### src/rtl/data_interleaver.sv
// ============================================================================
//  Module      : data_interleaver
//  Description : 802.11a OFDM block interleaver, double-buffered, A/B pairs.
//  Revision    : 1.0 - initial release
// ============================================================================
`default_nettype none

module data_interleaver #(
    parameter int MAX_NCBPS = 288
) (
    input  logic       Clk,
    input  logic       reset,
    input  logic [3:0] rate,
    input  logic       A_in,
    input  logic       B_in,
    input  logic       AB_in_valid,
    output logic       A_out,
    output logic       B_out,
    output logic       AB_out_valid
);

    localparam int c_AW = $clog2(MAX_NCBPS);
    localparam int c_CW = $clog2(MAX_NCBPS / 2);

    localparam logic [1:0] c_MODE_48  = 2'd0;
    localparam logic [1:0] c_MODE_96  = 2'd1;
    localparam logic [1:0] c_MODE_192 = 2'd2;
    localparam logic [1:0] c_MODE_288 = 2'd3;

    function automatic logic [1:0] decode_rate(input logic [3:0] rc);
        logic [1:0] m;
        m = c_MODE_48;
        case (rc)
            4'b1101, 4'b1111: m = c_MODE_48;
            4'b0101, 4'b0111: m = c_MODE_96;
            4'b1001, 4'b1011: m = c_MODE_192;
            4'b0001, 4'b0011: m = c_MODE_288;
            default:          m = c_MODE_48;
        endcase
        return m;
    endfunction

    function automatic logic [c_CW-1:0] last_pair(input logic [1:0] mode);
        logic [c_CW-1:0] n;
        n = c_CW'(23);
        case (mode)
            c_MODE_48:  n = c_CW'(23);
            c_MODE_96:  n = c_CW'(47);
            c_MODE_192: n = c_CW'(95);
            c_MODE_288: n = c_CW'(143);
            default:    n = c_CW'(23);
        endcase
        return n;
    endfunction

    // With r = k mod 16, f = floor(k/16): i = (NCBPS/16)*r + f and
    // floor(16*i/NCBPS) reduces to r, so the second step only needs i mod s.
    function automatic logic [c_AW-1:0] perm_addr(input logic [c_AW-1:0] k,
                                                  input logic [1:0]      mode);
        logic [3:0]      r;
        logic [c_AW-5:0] f;
        logic [c_AW-1:0] i;
        logic [c_AW-1:0] j;
        logic [1:0]      f3;
        logic [1:0]      r3;
        logic [1:0]      d3;
        r  = k[3:0];
        f  = k[c_AW-1:4];
        f3 = 2'(f % (c_AW-4)'(3));
        r3 = 2'(r % 4'd3);
        d3 = (f3 >= r3) ? (f3 - r3) : (f3 + 2'd3 - r3);
        i  = c_AW'(r) * c_AW'(3) + c_AW'(f);
        j  = i;
        case (mode)
            c_MODE_48: begin
                i = c_AW'(r) * c_AW'(3) + c_AW'(f);
                j = i;
            end
            c_MODE_96: begin
                i = c_AW'(r) * c_AW'(6) + c_AW'(f);
                j = i;
            end
            c_MODE_192: begin
                i = c_AW'(r) * c_AW'(12) + c_AW'(f);
                j = {i[c_AW-1:1], f[0] ^ r[0]};
            end
            c_MODE_288: begin
                i = c_AW'(r) * c_AW'(18) + c_AW'(f);
                j = i - c_AW'(f3) + c_AW'(d3);
            end
            default: j = i;
        endcase
        return j;
    endfunction

    logic [MAX_NCBPS-1:0] r_bank [2];
    logic [1:0]           r_bank_mode [2];
    logic [1:0]           r_full;
    logic [1:0]           r_wmode;
    logic [c_CW-1:0]      r_wcnt;
    logic                 r_wsel;
    logic [c_CW-1:0]      r_rcnt;
    logic                 r_rsel;

    logic [1:0]           w_mode_cur;
    logic                 w_wr_en;
    logic                 w_wr_last;
    logic [c_AW-1:0]      w_k0;
    logic [c_AW-1:0]      w_k1;
    logic [c_AW-1:0]      w_j0;
    logic [c_AW-1:0]      w_j1;
    logic                 w_rd_en;
    logic                 w_rd_last;
    logic [c_AW-1:0]      w_ra0;
    logic [c_AW-1:0]      w_ra1;
    logic [1:0]           w_full_next;

    // The rate is only honoured on the first pair of a symbol.
    assign w_mode_cur = (r_wcnt == '0) ? decode_rate(rate) : r_wmode;
    assign w_wr_en    = AB_in_valid & ~r_full[r_wsel];
    assign w_wr_last  = (r_wcnt == last_pair(w_mode_cur));
    assign w_k0       = c_AW'({r_wcnt, 1'b0});
    assign w_k1       = c_AW'({r_wcnt, 1'b1});
    assign w_j0       = perm_addr(w_k0, w_mode_cur);
    assign w_j1       = perm_addr(w_k1, w_mode_cur);

    assign w_rd_en    = r_full[r_rsel];
    assign w_rd_last  = (r_rcnt == last_pair(r_bank_mode[r_rsel]));
    assign w_ra0      = c_AW'({r_rcnt, 1'b0});
    assign w_ra1      = c_AW'({r_rcnt, 1'b1});

    always_comb begin
        w_full_next = r_full;
        if (w_rd_en && w_rd_last) begin
            w_full_next[r_rsel] = 1'b0;
        end
        if (w_wr_en && w_wr_last) begin
            w_full_next[r_wsel] = 1'b1;
        end
    end

    always_ff @(posedge Clk) begin
        if (w_wr_en) begin
            r_bank[r_wsel][w_j0] <= A_in;
            r_bank[r_wsel][w_j1] <= B_in;
        end
    end

    always_ff @(posedge Clk or negedge reset) begin
        if (!reset) begin
            r_full         <= 2'b00;
            r_wmode        <= c_MODE_48;
            r_wcnt         <= '0;
            r_wsel         <= 1'b0;
            r_rcnt         <= '0;
            r_rsel         <= 1'b0;
            r_bank_mode[0] <= c_MODE_48;
            r_bank_mode[1] <= c_MODE_48;
            A_out          <= 1'b0;
            B_out          <= 1'b0;
            AB_out_valid   <= 1'b0;
        end else begin
            r_full <= w_full_next;

            if (w_wr_en) begin
                r_wmode <= w_mode_cur;
                if (w_wr_last) begin
                    r_wcnt              <= '0;
                    r_wsel              <= ~r_wsel;
                    r_bank_mode[r_wsel] <= w_mode_cur;
                end else begin
                    r_wcnt <= r_wcnt + c_CW'(1);
                end
            end

            // An idle reader emits pair 0 on the same edge it sees a full
            // bank, which keeps back-to-back symbols gap-free.
            if (w_rd_en) begin
                A_out        <= r_bank[r_rsel][w_ra0];
                B_out        <= r_bank[r_rsel][w_ra1];
                AB_out_valid <= 1'b1;
                if (w_rd_last) begin
                    r_rcnt <= '0;
                    r_rsel <= ~r_rsel;
                end else begin
                    r_rcnt <= r_rcnt + c_CW'(1);
                end
            end else begin
                A_out        <= 1'b0;
                B_out        <= 1'b0;
                AB_out_valid <= 1'b0;
            end
        end
    end

endmodule

`default_nettype wire

### config.mk
export PLATFORM = sky130hd
export DESIGN_NAME = data_interleaver
export DESIGN_NICKNAME = d
export VERILOG_FILES = /design/src/rtl/data_interleaver.sv
export SDC_FILE = /design/constraint.sdc
export NUM_CORES = 1
export LEC_CHECK = 0
export ABC_AREA = 0
export ABC_CLOCK_PERIOD_IN_PS = 11100
export CORE_ASPECT_RATIO = 0.9
export CORE_MARGIN = 3
export CORE_UTILIZATION = 35
export DETAILED_ROUTE_END_ITERATION = 10
export SLEW_MARGIN = 20
export SYNTH_ARGS = -nofsm -noshare
export SYNTH_HDL_FRONTEND = slang
export SYNTH_SLANG_ARGS = --single-unit
### constraint.sdc
create_clock -name Clk -period 11.1 [get_ports Clk]
set_input_delay 2.775 -clock Clk [delete_from_list [all_inputs] [get_ports Clk]]
set_output_delay 2.775 -clock Clk [all_outputs]
set_load 0.03 [all_outputs]
# [Word level (Yosys, flattened, before mapping)]
# Memories as Yosys holds them, arrays and structs flattened.
# Index checks and enable logic that the tools add are counted.
# Widths: inputs -> output; s select.
[totals] register_bits=29 mem_bits_rw=576 rom_bits=32 in_bits=9 out_inout_bits=3 wordCells=703 memories=2
[op_classes] n_addsub=19 multipliers=8 n_div=3 n_lt_le_gt_ge=15 eq_ne=8 muxes=327 bitwise=298 reduce_logical=12
[mem_list] name="r_bank" words=2 word_bits=288 rd=1 rd_clocked_by_memory_dff=0 wr=1 line_no="96" rtl="logic [MAX_NCBPS-1:0] r_bank [2];"
[mem_list] name="(name not given)" words=16 word_bits=2 rd=1 rd_clocked_by_memory_dff=0 wr=0 line_no="33" rtl="case (rc)"
[op_table] cell="$mux 288" n=2
[op_table] cell="$mux 1" n=302
[op_table] cell="$or 1x1->1" n=288
[op_table] cell="$pmux 9 s4" n=2
[op_table] cell="$pmux 8 s4" n=2
[op_table] cell="$lt 9x10->1 const B" n=4
[op_table] cell="$add 8x5->9" n=2
[op_table] cell="$add 9x2->9" n=2
[op_table] cell="$add 9x5->9" n=2
[op_table] cell="$demux 1 s9" n=2
[op_table] cell="$ge 9x1->1 const B" n=2
[op_table] cell="$mul 4x2->6 const B" n=3
[op_table] cell="$mux 2" n=9
[op_table] cell="$sub 9x2->9" n=2
[op_table] cell="$add 7x5->8" n=2
[op_table] cell="$add 8x1->8 const B" n=2
[op_table] cell="$bmux 1 s8" n=2
[op_table] cell="$eq 8x8->1" n=2
[op_table] cell="$mux 8" n=2
[op_table] cell="$mul 3x2->5 const B" n=3
[op_table] cell="$add 6x5->7" n=2
[op_table] cell="$eq 2x2->1 const B" n=4
[op_table] cell="$logic_not 8->1" n=1
[op_table] cell="$mod 4x2->4 const B" n=2
[op_table] cell="other kinds (23)" n=44

# [Logic depth before layout (Yosys ltp)]
# Gate-level depths: netlist (run 1).
[depth] word_depth=12 mapped_depth=39 mapped_depth_nobuf=31

# [Least setup slack after synthesis (run 1)]
# Ideal clock, no wire load.
[synth_path] path_type="register to register" start="reg r_wcnt[6]" end="mem r_bank[0][176], data pin" setup_time_ns=0.262 t_arrival_ns=7.411 required_ns=10.838 path_slack_ns=3.426 path_stages_with_launch=31 path_buffers=6 period_less_slack_ns=7.674 cell_sequence="dfrtp_1 buf_2 buf_1 clkbuf_1 ha_1 clkbuf_1 nor3_1 o31a_1 a22o_1 ha_1 or4_1 a22oi_2 xor2_1 ha_1 a21o_1 o21ba_2 o22a_1 ha_1 nand2b_1 ha_1 ha_1 a211oi_1 nor4_1 or4_1 a31o_1 a221oi_2 buf_2 nand3b_1 buf_2 nor2_1 mux2_2"
[synth_via] elab_chain_len=12 word_cells_on_any_way=26 classes_between="add/sub: 9; div: 1; order compare: 3; eq/ne: 3; mux: 7; reduce/logical: 3"
[synth_rtl] item="start, declared" line_no="100" rtl="logic [c_CW-1:0] r_wcnt;"
[synth_rtl] item="start signal, assigned" line_no="172" rtl="r_wcnt <= r_wcnt + c_CW'(1);"
[synth_rtl] item="$mod 5x2->5" line_no="69" rtl="f3 = 2'(f % (c_AW-4)'(3));"
[synth_rtl] item="$add 2x2->2" line_no="71" rtl="d3 = (f3 >= r3) ? (f3 - r3) : (f3 + 2'd3 - r3);"
[synth_rtl] item="$sub 2x2->2" line_no="71"
[synth_rtl] item="$mux 2" line_no="71"
[synth_rtl] item="$add 9x2->9" line_no="89" rtl="j = i - c_AW'(f3) + c_AW'(d3);"
[synth_rtl] item="$pmux 9 s4 *" line_no="74" rtl="case (mode)"
[synth_rtl] item="$lt 9x10->1 (not written as such) / $ge 9x1->1 (equally long branches)" line_no="145" rtl="r_bank[r_wsel][w_j1] <= B_in;"
[synth_rtl] item="$logic_and 1x1->1 (not written as such)" line_no="145"
[synth_rtl] item="$mux 1 (not written as such)" line_no="145"
[synth_rtl] item="$demux 1 s9 *" line_no="145"
[synth_rtl] item="$mux 288 (not written as such) *" line_no="145"
[synth_rtl] item="$mux 1 (no line) *"
[synth_rtl] item="end, declared" line_no="96"
# Every way passes the cells marked *; elsewhere a longest branch is shown, timed or not.

# [Worst setup path in the final report (run 1)]
[layout_path] start="reg r_wcnt[3]" end="mem r_bank[0][63] (enable)"
[layout_via] elab_chain_len=12 word_cells_on_any_way=44 classes_between="add/sub: 17; div: 1; order compare: 6; eq/ne: 3; mux: 11; bitwise: 2; reduce/logical: 4"
[layout_rtl] item="$mod 5x2->5" line_no="69"
[layout_rtl] item="$add 2x2->2" line_no="71"
[layout_rtl] item="$sub 2x2->2" line_no="71"
[layout_rtl] item="$mux 2" line_no="71"
[layout_rtl] item="$add 9x2->9" line_no="89"
[layout_rtl] item="$pmux 9 s4" line_no="74"
[layout_rtl] item="$lt 9x10->1 (not written as such) (tied with other cells)" line_no="144" rtl="r_bank[r_wsel][w_j0] <= A_in;"
[layout_rtl] item="$logic_and 1x1->1, on equally long branches" line_no="144, 145"
[layout_rtl] item="$mux 1, on equally long branches" line_no="144, 145"
[layout_rtl] item="$demux 1 s9, on equally long branches" line_no="144, 145"
[layout_rtl] item="$mux 288, on equally long branches" line_no="144, 145"
[layout_rtl] item="$or 1x1->1 (no line) *"
# Marks and branches as above.

==> results of run 1 <==
[path summary, 6_finish.rpt]
kind	startpoint	end	slack [ns]	cells after the start
max	r_wcnt[3]	r_bank[0][63]	2.14	27
min	r_bank_mode[2]	r_bank_mode[2]	0.51	1
max reg2reg	r_wcnt[3]	r_bank[0][63]	2.14	27
min reg2reg	r_bank_mode[2]	r_bank_mode[2]	0.51	1
max in group asynchronous	reset	r_rsel	8.16	2
min in group asynchronous	reset	B_out	2.53	2
[state kept, by name, indices dropped and copies added, names as in the netlist]
register / count
r_bank_mode: 4
AB_out_valid: 1
B_out: 1
r_rsel: 1
r_rcnt: 8
r_wmode: 2
r_wsel: 1
r_bank: 576
A_out: 1
r_full: 2
r_wcnt: 8
[layout make-up]
| class | count | area (um2) |
|---|---|---|
| Timing Repair Buffer | 113 | 903 |
| Sequential cell | 605 | 18000 |
| Antenna cell | 3 | 7.51 |
| Clock buffer | 89 | 1840 |
| Clock inverter | 33 | 349 |
| Fill cell | 10418 | 66200 |
| Tap cell | 1450 | 1810 |
| Multi-Input combinational cell | 2308 | 18500 |
| Inverter | 44 | 165 |
[per-layer routing]
| metal | track usage, % | vias up |
|---|---|---|
| met5 | 0 | - |
| met4 | 11.3 | 4 |
| met3 | 7.07 | 444 |
| met2 | 34.8 | 2321 |
| met1 | 31.9 | 15138 |
| li1 | - | 12842 |
[cells in the mapped netlist, types with 6 or more instances]
master                     number
sky130_fd_sc_hd__a211o_1        6
sky130_fd_sc_hd__a211oi_1      25
sky130_fd_sc_hd__a21o_1         9
sky130_fd_sc_hd__a21oi_1       42
sky130_fd_sc_hd__a221oi_1       7
sky130_fd_sc_hd__a22o_1        16
sky130_fd_sc_hd__a22oi_1       26
sky130_fd_sc_hd__a31oi_1       14
sky130_fd_sc_hd__and3_1        32
sky130_fd_sc_hd__buf_1         30
sky130_fd_sc_hd__buf_2        110
sky130_fd_sc_hd__buf_4         14
sky130_fd_sc_hd__buf_6          7
sky130_fd_sc_hd__clkbuf_1     222
sky130_fd_sc_hd__dfrtp_1       29
sky130_fd_sc_hd__edfxtp_1     576
sky130_fd_sc_hd__fa_1          12
sky130_fd_sc_hd__ha_1          67
sky130_fd_sc_hd__inv_1         42
sky130_fd_sc_hd__mux2_1        22
sky130_fd_sc_hd__mux2_2       283
sky130_fd_sc_hd__mux2i_1       33
sky130_fd_sc_hd__mux4_2       146
sky130_fd_sc_hd__nand2_1      340
sky130_fd_sc_hd__nand2b_1      34
sky130_fd_sc_hd__nand3_1      125
sky130_fd_sc_hd__nand3_2        7
sky130_fd_sc_hd__nand4_1        9
sky130_fd_sc_hd__nor2_1       136
sky130_fd_sc_hd__nor2b_1       26
sky130_fd_sc_hd__nor3_1        53
sky130_fd_sc_hd__nor3_2         8
sky130_fd_sc_hd__nor4_1         6
sky130_fd_sc_hd__o211ai_1      14
sky130_fd_sc_hd__o21ai_0       45
sky130_fd_sc_hd__o22ai_1      551
sky130_fd_sc_hd__o31ai_1       10
sky130_fd_sc_hd__o32ai_1       33
sky130_fd_sc_hd__or4_4          8
sky130_fd_sc_hd__xnor2_1       25
sky130_fd_sc_hd__xor2_1        19
[layout by cell type (no fill, tap or decap), types with 19 or more instances in the layout]
master,Yosys,layout
sky130_fd_sc_hd__edfxtp_1,576,576
sky130_fd_sc_hd__o22ai_1,551,551
sky130_fd_sc_hd__nand2_1,340,338
sky130_fd_sc_hd__mux2_2,283,283
sky130_fd_sc_hd__mux4_2,146,146
sky130_fd_sc_hd__nor2_1,136,134
sky130_fd_sc_hd__nand3_1,125,124
sky130_fd_sc_hd__buf_4,14,101
sky130_fd_sc_hd__clkbuf_16,0,70
sky130_fd_sc_hd__ha_1,67,67
sky130_fd_sc_hd__nor3_1,53,52
sky130_fd_sc_hd__o21ai_0,45,45
sky130_fd_sc_hd__inv_1,42,42
sky130_fd_sc_hd__a21oi_1,42,41
sky130_fd_sc_hd__nand2b_1,34,34
sky130_fd_sc_hd__mux2i_1,33,33
sky130_fd_sc_hd__o32ai_1,33,33
sky130_fd_sc_hd__and3_1,32,32
sky130_fd_sc_hd__dfrtp_1,29,26
sky130_fd_sc_hd__a22oi_1,26,26
sky130_fd_sc_hd__a211oi_1,25,25
sky130_fd_sc_hd__xnor2_1,25,25
sky130_fd_sc_hd__nor2b_1,26,24
sky130_fd_sc_hd__mux2_1,22,22
sky130_fd_sc_hd__xor2_1,19,19
[stage by stage]
| step | power, uW | instance area (um2) | utilization (%) | hold WS, ns |
|---|---|---|---|---|
| floorplan | 6480 | 38200 | - | 0.472 |
| global placement | 8650 | 39400 | 36.5 | 0.494 |
| detailed placement | 8700 | 39400 | 36.5 | 0.502 |
| CTS | 11000 | 41600 | 38.6 | 0.514 |
| global route | 11600 | 41600 | 38.6 | 0.529 |
| finish | 11300 | 41600 | 38.6 | 0.514 |
[kinds of logic (layout without fill, tap and decap cells)]
| group | count (synthesis) | after routing | share of synthesized area, % |
|---|---|---|---|
| compound gates | 866 | 866 | 15.2 |
| xor+xnor | 44 | 44 | 1.01 |
| fa+ha+maj | 79 | 79 | 2.82 |
| buf+inv | 427 | 279 | 4.83 |
| flops | 605 | 605 | 47.1 |
| mux | 487 | 487 | 18.6 |
| other cells | 0 | 3 | 0 |
| simple gates | 832 | 832 | 10.4 |
[report_power, final]
| part | internal, uW | switching [uW] | total, uW |
|---|---|---|---|
| clock network | 1300 | 984 | 2280 |
| registers | 2570 | 46.1 | 2610 |
| logic | 1680 | 4690 | 6380 |
| total | 5540 | 5720 | 11300 |
==> results by stage, run 1 <==
STA:
- The number of max-slew violations in the final report is 0.
- Between clock sinks in the finished design, the worst skew comes to 0.0310 ns.
- The clock period could shrink to 8.96 ns.
- Setup repair after global routing left no endpoint under its margin.
- Based on the critical path, the design can be clocked at up to 112 MHz.
- The total negative slack is 0 ns.
- The number of hold violations in the final report is 0.
- Setup slack on the critical path of the routed design comes to 2.14 ns.
- The part of the cycle the worst path needs is 80.7%.
- For the pin with the worst max-slew slack, the measured transition is 1.20 ns.
- Setup violations remaining at the end of the flow were counted as 0.
- In this run the tightest slew margin relative to its limit is 20.1%.

Route:
- The detailed-route DRC error count is 0.
- After the first detailed-routing iteration, the DRC count stood at 4689.
- In this run the remaining antenna-violating nets after routing total 0.
- The aggregate routed wire length is 139 mm.
- After detailed routing, no signal wire sits above met5.
- The routed layout has 30749 vias.
- The met2 wirelength from detailed routing is 59.7 mm.
- The wire length on met1 is 52.5 mm.
- The average wire per standard cell is 29.9 um.
- Summed over all nets, wire length on met3 after detailed routing comes to 19.3 mm.
- Using the TritonRoute via totals, the vias-per-cell ratio works out to 6.62.
- The length of the first detailed-routing pass in iterations is 6.

Logic synthesis:
- The number of nets handed over by synthesis was 3428.
- In the synthesized netlist, the number of instances is 3340.
- For this run, asynchronously set or reset flops after synthesis account for 4.79%.
- The cell area that synthesis handed to floorplanning was 38200 um2.
- By area the synthesized netlist is led by sky130_fd_sc_hd__edfxtp_1 (45%), sky130_fd_sc_hd__o22ai_1 (9.0%), sky130_fd_sc_hd__mux4_2 (8.6%), sky130_fd_sc_hd__mux2_2 (8.3%), sky130_fd_sc_hd__nand2_1 (3.3%).
- The average cell area after synthesis is 11.4 um2.
- The post-synthesis register bit count is 605.
- Summing the sequential cell areas from Yosys gives 47.1% of the chip area.
- Summed over all instances, the cell type with the most area after synthesis is sky130_fd_sc_hd__edfxtp_1.
- The proportion of netlist area held by the largest area contributor is 45.2%.
- The count of cell types in the netlist is 98.
- For this run, the leading register cell type out of synthesis is sky130_fd_sc_hd__edfxtp_1.
- The number of enable flip-flop cells after synthesis is 576.
- The number of warnings issued by yosys is 0.

CTS:
- The count of clock tree sinks is 605.
- Clock tree synthesis selected as its root buffer the cell sky130_fd_sc_hd__clkbuf_16.
- The clock-pin slew on the worst setup and hold paths is 0.06 ns.
- The total CTS buffers is 69.
- After clock tree synthesis, the setup repair step added 0 buffers.
- The later pin in the worst-skew pair is clocked with a latency of 0.65 ns.
- TritonCTS built the clock tree.
- The number of hold buffers added after CTS was 0.
- Gates resized during post-CTS repair numbered 0.
- The maximum buffer depth of the clock tree is 3.
- The H-tree was split into 3 levels.

Critical path:
- By startpoint and endpoint, the worst setup path is classified as reg -> reg.
- The delay of the slowest cell on the worst path is 1.09 ns.
- The slowest stage cell on the critical path is sky130_fd_sc_hd__nand3_1.
- The maximum fanout encountered on the critical timing path is 17.
- Data arrives at the worst endpoint at 9.27 ns.
- The number of buffers and inverters on the critical path is 4.
- The dominant delay contributor by cell family on the critical path is compound AO/OA/AOI/OAI gates.
- The kind of end point of the critical path is a flop.
- By instance count, the cell type seen most on the critical path is sky130_fd_sc_hd__ha_1.
- The sort of element at the start of the critical path is a flop.
- The required time at the endpoint of the critical path is 11.42 ns.

Power:
- The power density over the cells is 271 nW/um2.
- The static leakage power is 0.0120 uW.
- Across the VDD grid, the largest voltage drop is 347 uV.

Floorplan:
- The number of primary I/O pins is 12.
- The floorplan step set the die height to 320 um.
- The die outline area is 113000 um2.
- After floorplanning, the core was sized to cover 108000 um2.
- The width of the die is 354 um.
- The number of cell rows is 114.
- For this configuration, the core starts out at a cell density of 35.5%.

GRT:
- Entering global routing, the biggest net connects 131 pins.
- The number of global-route vias before repair is 29678.
- The total routing resource utilization after global routing is 23.7%.
- The remaining global-route overflow is 0.
- The first-pass GRT wire length is 200 mm.
- The number of antenna violations at the first check in global routing is 2.

Layout:
- Excluding fillers, the count of instances in the completed layout stands at 4645.
- The number of nets at the end of the flow is 3229.
- The area growth from synthesis to layout is 8.89%.
- Of the cells placed in the final design, the portion with a size suffix greater than 1 is 22.4%.

Place:
- The number of placed cells counting well taps is 4520.
- In this run the tool buffered the top-level ports with 10 buffer cells.
- The post-place setup slack is 2.39 ns.
- The half-perimeter wire length after detailed placement is 90.3 mm.
- The placer congestion estimate is 0.932.

Status:
- The run finished with clean final reports.

Flow run:
- The number of max-cap violations is 0.

Worst hold path:
- The tightest min-delay check is of the reg -> reg type.
Power figures use the tool's default switching activity.
==> inputs of run 2 (changes only) <==
--- a/config.mk
+++ b/config.mk
@@ -6,7 +6,7 @@
 export NUM_CORES = 1
 export LEC_CHECK = 0
 export ABC_AREA = 0
-export ABC_CLOCK_PERIOD_IN_PS = 11100
+export ABC_CLOCK_PERIOD_IN_PS = 8610
 export CORE_ASPECT_RATIO = 0.9
 export CORE_MARGIN = 3
 export CORE_UTILIZATION = 35
==> constraint.sdc (replaced) <==
create_clock -name Clk -period 8.61 [get_ports Clk]
set_input_delay 2.1525 -clock Clk [delete_from_list [all_inputs] [get_ports Clk]]
set_output_delay 2.1525 -clock Clk [all_outputs]
set_load 0.03 [all_outputs]
==> run 2 against run 1 <==
  * Critical path type unchanged
  * Clock skew up 0.018 ns
  * Register-to-register slack got worse by 1.8 ns
  * Clock-buffer cell count down 1
  * Critical path depth up 1
  * Global-route usage is 0.13 points lower
  * Cell area rose by 0.57%
  * Sequential power rose by 28%
  * Sequential share of layout area fell by 0.25 points
  * Fmax up 8.9%
==> results by stage, run 2 (synthesis gave the netlist of run 1 again) <==
Layout:
- Compared with the post-synthesis result, the final layout area differs by 9.51%.
- In the layout the commonest cells are sky130_fd_sc_hd__edfxtp_1 (576), sky130_fd_sc_hd__o22ai_1 (551), sky130_fd_sc_hd__nand2_1 (339), sky130_fd_sc_hd__mux2_2 (283), sky130_fd_sc_hd__mux4_2 (146).
- The number of nets at the end of the flow is 3256 (+0.84%).
- The post-layout instance count excluding filler cells is 4676 (+0.67%).
- The largest registers in the layout are r_bank: 576 flops, r_rcnt: 8 flops, r_wcnt: 8 flops.
- The proportion of layout cells with a drive suffix above 1 is 23.3% (+0.90 points).
- The fill cell total of the finished layout is 10359 (-0.57%).
- The cell area after layout came to 41900 um2 (+0.57%).
- The library cell used most frequently in the layout, excluding fill and tap cells, is sky130_fd_sc_hd__edfxtp_1.
- The largest register by flop count is r_bank.
- The flip-flop count of the largest register after layout is 576 (unchanged).

Power:
- The power density over the cells is 351 nW/um2 (+30%).
- The static leakage power is 0.0121 uW (+1.1%).
- The worst vdd rail ir drop is 390 uV (+12%).
- The final total power is 14700 uW (+31%).

Floorplan:
- The core region area was 108000 um2 (unchanged).
- The number of primary I/O pins was 12 (unchanged).
- The width of the die is 354 um (unchanged).
- The die outline area is 113000 um2 (unchanged).
- The number of cell rows came to 114 (unchanged).
- The initial core utilization is 35.5% (unchanged).
- The height of the chip was 320 um (unchanged).

CTS:
- The clock-pin slew on the worst setup and hold paths came to 0.06 ns (about the same).
- The maximum buffer depth of the clock tree was 3 (unchanged).
- The number of H-tree levels is 3 (unchanged).
- The master cell of the clock root buffer is sky130_fd_sc_hd__clkbuf_16.
- The insertion delay of the later-clocked pin in the worst-skew pair was 0.65 ns (about the same).
- The count of clock tree sinks is 605 (unchanged).
- TritonCTS built the clock tree.
- The total CTS buffers is 69 (unchanged).

STA:
- The number of hold violations in the final report is 0 (unchanged).
- The number of max-slew violations in the final report was 0 (unchanged).
- The part of the cycle the worst path needs is 95.5% (+15 points).
- The remaining max-slew budget at the tightest pin came to 20.1% (+0.047 points).
- The total negative slack is 0 ns (unchanged).
- Setup repair after global routing left no endpoint under its margin.
- The transition time of the tightest slew-check pin is 1.19 ns (-0.00177 ns).
- The count of endpoints failing setup in the final report is 0 (unchanged).
- The setup skew after layout came to 0.0485 ns (+0.0176 ns).
- The upper clock frequency limit was 122 MHz (+8.9%).
- The final period demand of the worst path is 8.22 ns (-0.731 ns).

GRT:
- The first-pass GRT wire length is 200 mm (-0.39%).
- The remaining global-route overflow is 0 (unchanged).
- The pin count of the biggest net entering global routing came to 209 (+60%).
- The total routing resource utilization after global routing is 23.5% (-0.13 points).
- The number of global-route vias before repair is 29470 (-0.70%).
- The number of antenna violations at the first check in global routing was 1 (-1).

Route:
- The first-iteration detailed-routing DRC count was 4631 (-1.2%).
- The length of the first detailed-routing pass in iterations came to 6 (unchanged).
- The antenna violation net count after detailed routing came to 0 (unchanged).
- The aggregate routed wire length was 138 mm (-0.64%).
- The average wire per standard cell is 29.5 um (-1.3%).
- The detailed-route DRC error count is 0 (unchanged).
- The via count is 30687 (-0.20%).
- The average via count per standard cell is 6.56 (-0.86%).

Critical path:
- For this design, the slowest cell found on the critical path is sky130_fd_sc_hd__nand3_1.
- The maximum fanout encountered on the critical timing path is 16 (-1).
- The kind of end point of the critical path is a flop.
- The sort of element at the start of the critical path is a flop.
- The worst setup path is of the reg -> reg kind.
- In this design, the critical path's most frequently occurring cell is sky130_fd_sc_hd__ha_1.
- The required time at the endpoint of the critical path is 8.90 ns (-2.52 ns).
- The endpoint arrival time on the critical path is 8.52 ns (-0.75 ns).
- The delay of the slowest cell on the worst path was 0.75 ns (-0.34 ns).

Worst hold path:
- In this run the worst hold path is classified as reg -> reg.

Place:
- The number of port buffers was 10 (unchanged).
- The number of placed cells counting well taps is 4545 (+0.55%).
- The post-detailed-placement cell area is 39600 um2 (+0.48%).
- The placer congestion estimate came to 0.922 (-1.1%).
- The half-perimeter wire length after detailed placement is 90.4 mm (about the same).

Status:
- The run finished with clean final reports.

Flow run:
- The number of max-cap violations is 0 (unchanged).
[run 2: worst max-delay path, delay by kind of cell, from the launching register on]
kind,cells,cell delay [ns]
AOI/OAI and AO/OA,11,2.82
adders and majority gates,7,2.11
and+or+nand+nor,4,1.58
buffers and inverters,5,0.61
DFF,1,0.54
xor gates and xnor gates,1,0.20
[run 2: timing repair]
item,in CTS,in global routing
buffers inserted,0,2
endpoints found under the setup margin,0,241
hold endpoints to repair,0,0
resized for setup,0,9
hold buffers,0,0
[run 2: final timing paths]
check / startpoint / end / slack, ns / depth (start not counted)
max: r_wcnt[6] / r_bank[0][79] / 0.39 / 28
min reg2reg: r_bank_mode[0] / r_bank_mode[0] / 0.51 / 1
max reg2reg: r_wcnt[6] / r_bank[0][79] / 0.39 / 28
max in group asynchronous: reset / r_rcnt[0] / 6.28 / 2
min in group asynchronous: reset / B_out / 1.91 / 2
min: r_bank_mode[0] / r_bank_mode[0] / 0.51 / 1
[run 2: area by class of cell]
class                      instances  area (um2)  share of cell area, %
multi-input combinational       2308       18500                   44.2
sequential                       605       18000                   43.1
clock buffer                      88        1830                   4.37
tap                             1450        1810                   4.33
timing repair buffer             140        1140                   2.73
clock inverter                    38         377                  0.900
inverter                          44         165                  0.394
antenna                            3        7.51                 0.0179
[run 2: report_power, final]
part | leakage [uW] | switching, uW | internal [uW]
logic | 0.00549 | 6080 | 2330
registers | 0.00555 | 42.0 | 3310
clock network | 0.00106 | 1280 | 1670
[run 2: routing by layer]
metal  vias to the layer above  part of all wire, %  track usage [%]
met5                         -                    0                0
met4                         0                  4.9             10.7
met3                       395                   13             7.98
met2                      2103                   43             34.8
met1                     15299                   38             31.2
li1                      12890                    -                -
[run 2: through the flow]
stage                     hold WS, ns  util (%)  setup slack (ns)
after floorplan                 0.472         -             0.936
after global placement          0.490      36.7             0.255
after detailed placement        0.504      36.7             0.180
after CTS                       0.516      38.7             0.183
after global routing            0.540      38.8            0.0177
final                           0.510      38.8             0.385
